**src/rtl/chain_toggle_counter_bank.sv**
```systemverilog
// Bank of NCH ripple-toggle counters sharing one hold/enable and qualifier. Terminal-count
// events go through a 1-deep valid/ready stage. Define COUNTER_SAT_EN for saturating counts.
module chain_toggle_counter_bank #(
  parameter int unsigned NCH    = 4,
  parameter int unsigned WIDTH  = 8,
  parameter int unsigned QUAL_W = 6,
  localparam int unsigned CH_W  = (NCH > 1) ? $clog2(NCH) : 1
) (
  input  logic                   clk,
  input  logic                   rst_n,
  input  logic                   en,
  input  logic [QUAL_W-1:0]      qual,
  input  logic [NCH-1:0]         clr,
  input  logic [NCH-1:0]         bypass,
  output logic [NCH*WIDTH-1:0]   cnt_o,
  output logic                   tc_valid,
  output logic [CH_W-1:0]        tc_ch,
  input  logic                   tc_ready,
  output logic [NCH-1:0]         ovf_o
);

  logic [NCH-1:0][WIDTH-1:0] cnt_q, cnt_d;
  logic [NCH-1:0]            pend_q, pend_d;
  logic [NCH-1:0]            ovf_q, ovf_d;
  logic [NCH-1:0]            take;
  logic [NCH-1:0]            ev;
  logic [WIDTH-1:0]          tmask;
  logic [CH_W-1:0]           sel;
  logic                      found;
  logic                      step;
  logic                      load;

  always_comb begin
    step  = en & ~(|qual);
    load  = ~tc_valid | tc_ready;
    found = 1'b0;
    sel   = '0;
    take  = '0;
    // A channel being cleared this cycle is not offered to the output stage.
    for (int c = 0; c < NCH; c++) begin
      if (!found && pend_q[c] && !clr[c]) begin
        found   = 1'b1;
        sel     = CH_W'(c);
        take[c] = load;
      end
    end

    cnt_d  = cnt_q;
    pend_d = pend_q;
    ovf_d  = ovf_q;
    ev     = '0;
    tmask  = '0;
    for (int c = 0; c < NCH; c++) begin
      // Ripple toggle: bit i flips when every lower bit is one.
      tmask[0] = 1'b1;
      for (int i = 1; i < WIDTH; i++) begin
        tmask[i] = tmask[i-1] & cnt_q[c][i-1];
      end
      if (clr[c]) begin
        cnt_d[c] = '0;
      end else if (step && bypass[c]) begin
        cnt_d[c] = ~cnt_q[c];
      end else if (step) begin
`ifdef COUNTER_SAT_EN
        if (!(&cnt_q[c])) begin
          cnt_d[c] = cnt_q[c] ^ tmask;
          ev[c]    = (&cnt_q[c][WIDTH-1:1]) & ~cnt_q[c][0];
        end
`else
        cnt_d[c] = cnt_q[c] ^ tmask;
        ev[c]    = &cnt_q[c];
`endif
      end

      if (clr[c]) begin
        pend_d[c] = 1'b0;
        ovf_d[c]  = 1'b0;
      end else if (ev[c]) begin
        pend_d[c] = 1'b1;
        if (pend_q[c] && !take[c]) ovf_d[c] = 1'b1;
      end else if (take[c]) begin
        pend_d[c] = 1'b0;
      end
    end
  end

  always_ff @(posedge clk or negedge rst_n) begin
    if (!rst_n) begin
      cnt_q    <= '0;
      pend_q   <= '0;
      ovf_q    <= '0;
      tc_valid <= 1'b0;
      tc_ch    <= '0;
    end else begin
      cnt_q  <= cnt_d;
      pend_q <= pend_d;
      ovf_q  <= ovf_d;
      if (load) begin
        tc_valid <= found;
        if (found) tc_ch <= sel;
      end
    end
  end

  assign cnt_o = cnt_q;
  assign ovf_o = ovf_q;

endmodule

```
**config.mk**
```make
export PLATFORM = sky130hd
export DESIGN_NAME = chain_toggle_counter_bank
export DESIGN_NICKNAME = d
export VERILOG_FILES = /design/src/rtl/chain_toggle_counter_bank.sv
export SDC_FILE = /design/constraint.sdc
export NUM_CORES = 1
export LEC_CHECK = 0
export ABC_AREA = 1
export BUFFER_PORTS_ARGS = -buffer_cell sky130_fd_sc_hd__buf_2
export CAP_MARGIN = 20
export CELL_PAD_IN_SITES_DETAIL_PLACEMENT = 0
export CELL_PAD_IN_SITES_GLOBAL_PLACEMENT = 2
export CORE_ASPECT_RATIO = 2
export CORE_MARGIN = 4
export CORE_UTILIZATION = 31
export DETAILED_ROUTE_END_ITERATION = 8
export PLACE_DENSITY_LB_ADDON = 0.1
export SETUP_SLACK_MARGIN = 0.2
export SLEW_MARGIN = 20
export SYNTH_ARGS = -nofsm -noshare
export SYNTH_HDL_FRONTEND = slang
export SYNTH_SLANG_ARGS = --single-unit
```
**constraint.sdc**
```tcl
create_clock -name clk -period 2.2 [get_ports clk]
set_input_delay 0.33 -clock clk [delete_from_list [all_inputs] [get_ports clk]]
set_output_delay 0.33 -clock clk [all_outputs]
set_load 0.02 [all_outputs]
```
==> out/qor.yml <==
run_status: "complete, no violations"
p_clk_frac: 0.426
seqPwrFrac: 0.492
p_total_mw: 1.65
required_ns: 2.41
area_delta_synth_final_pct: 27.4
first_pass_iters: 4
placed_cells: 428
fin_nets: 390
drc: 0
synth_edf_count: 0
fin_cells: 441
grt_max_degree: 23
layout-drive-gt1-share: 0.305
numPortBuffers: 56
syn_inst: 276
routed_via_density: 4.79
yosysTopAreaCell: "dfrtp_1"
grt_pass1_wl_mm: 10.4
end_kind: "flop"
netlist_area_um2: 2410
leakage_nw: 1.61
place_hpwl_mm: 4.76
slew_headroom: 0.637
synth_flop_cell: "dfrtp_1"
timing.clock.skew_ns: 0.00172
hold_viol: 0
core_um2: 7600
maxSlewViolCount: 0
slowest_delay_ns: 0.41
async_reset_ff_frac: 1.00
path_depth: 9
die_h_um: 133
vias: 2112
setup_viol: 0
cap_violations: 0
yosys-top-cells-area: "dfrtp_1, ha_1, nand2_1"
postSynthAreaPerCell_um2: 8.73
ant_nets: 0
path_max_fanout: 4
insertion_delay_ns: 0.28
io_pins: 57
crit_arrival_ns: 2.12
reg2reg_depth: 9
syn_nets: 318
start_util: 0.317
yosysWarnings: 0
fp-row-count: 45
ys_ff_latch: 43
synthDistinctLibCells: 25
grt_pass1_vias: 2151
numCtsBuffers: 5
grt_setup_unrepaired: "true"
slowest_stage: "dfrtp_1"
clkTransAtPathRegs_ns: 0.06
globalRouteOverflowTotal: 0
seq_area_frac_synth: 0.447
n_antenna_cell: 0
power_switching_mw: 0.394
combPwrFrac: 0.082
cts_max_level: 2
synth_commonest_cells: "nand2_1, dfrtp_1, nor2_1"
path_cells: "ha_2, ha_1, ha_1, ha_1, ha_1, ha_1, o21ai_1, o21ai_0, a21oi_1"
grt_util_all_layers: 0.141
worst_setup_path_start_kind: "flop"
hold_path.class: "input port to async pin"
cp_top_family: "adder cells"
path_common_cell: "ha_1"
yosysTopAreaCellShare: 0.447
wl_per_cell_um: 14.2
ctsLongestPathBuffers: 2
p_sw_frac: 0.238
cts.sinks: 43
p_per_area_nw_per_um2: 539
finalSetupTns_ns: 0
antenna_found_initial: 0
min_period_ns: 1.91
finalCritPeriodShare: 0.867
peakVddDrop_v: 0.000406
cts_tree: "done"
die_area_um2: 9330
detail_route.iter0.violations: 67
die_w_um: 70.3
yosysMostFrequentCell: "nand2_1"
gp_congestion: 0.724
clockRootBuffer: "clkbuf_16"
p_int_mw: 1.26
max_clock_freq_mhz: 524
worst_pin_slew_ns: 0.544
wl_mm: 6.26
critPathKind: "flop to flop"
cp_num_buf_inv: 0
-- worst paths after layout --
kind | slack [ns] | endpoint | startpoint
max in group asynchronous | 1.59 | cnt_o[20]$_DFFE_PN0P_ | rst_n
min in group clk | 0.30 | pend_q[2]$_DFFE_PN0P_ | clr[2]
worst min register to register | 0.48 | ovf_o[3]$_DFFE_PN0P_ | ovf_o[3]$_DFFE_PN0P_
worst max-delay path | 0.29 | cnt_o[23]$_DFFE_PN0P_ | cnt_o[16]$_DFFE_PN0P_
worst min-delay path | 0.03 | cnt_o[23]$_DFFE_PN0P_ | rst_n
worst max register to register | 0.29 | cnt_o[23]$_DFFE_PN0P_ | cnt_o[16]$_DFFE_PN0P_
-- through the flow --
step	util	setup slack (ns)	hold WS [ns]	instance area (um^2)
floorplan	-	0.205	0.0344	2410
global placement	0.372	0.201	0.359	2830
detailed placement	0.372	0.182	0.364	2830
CTS	0.389	0.201	0.0556	2960
global route	0.404	0.181	0.0790	3070
finish	0.404	0.292	0.0288	3070
-- power by group through the flow --
stage          clock network, mW  registers, mW  logic, mW
2_1_floorplan                  0          0.842     0.0385
3_3_place_gp                   0          0.828      0.126
3_5_place_dp                   0          0.828      0.126
4_1_cts                    0.743          0.814      0.127
5_1_grt                    0.763          0.815      0.155
6_report                   0.705          0.814      0.136
-- registers in the layout, summed over array words and instances (netlist names) --
register / flops
pend_q: 4
tc_ch: 2
ovf_o: 4
tc_valid: 1
cnt_o: 32
-- metal layers --
metal	part of all wire	GRT usage	vias to the layer above	wire, um
li1	-	-	1083	-
met1	0.40	0.158	983	2480
met2	0.55	0.256	39	3430
met3	0.039	0.0281	7	245
met4	0.016	0.0512	0	103
met5	0	0	-	0
-- cell usage in the layout (no fill, tap or decap), drive strengths merged --
cell / Yosys / routed
clkbuf: 2 / 6
nor2: 35 / 35
o211ai: 12 / 12
nor3: 1 / 1
clkinv: 1 / 1
dfrtp: 43 / 43
inv: 31 / 31
buf: 1 / 68
nand4: 6 / 6
a21oi: 10 / 10
nand2: 59 / 59
nand3b: 2 / 2
o21ai: 24 / 24
nand3: 10 / 10
ha: 24 / 24
o22ai: 12 / 12
mux2: 2 / 2
o21bai: 1 / 1
-- cells by family (layout without fill, tap and decap cells) --
family                   Yosys count  count (layout)  synth area share
flip-flops                        43              43             0.447
AO/OA/AOI/OAI                     59              59             0.142
AND/OR/NAND/NOR                  113             113             0.220
buffers and inverters             35             106            0.0576
multiplexers                       2               2           0.00935
adder cells (fa/ha/maj)           24              24             0.125
-- cell type report --
class | count | area [um^2]
fill | 812 | 4530
multi-input combinational | 198 | 1260
clock buffer | 6 | 129
tap | 94 | 118
sequential | 43 | 1080
inverter | 32 | 120
timing repair buffer | 68 | 370
-- what timing repair did --
| item | in CTS | in global routing |
|---|---|---|
| pin swaps | 0 | 8 |
| hold buffers | 0 | 0 |
| endpoints found under the setup margin | 4 | 8 |
| setup buffers | 0 | 7 |
| resized for setup | 4 | 20 |
| cloned | 0 | 0 |
(Power assumes the default switching activity.)
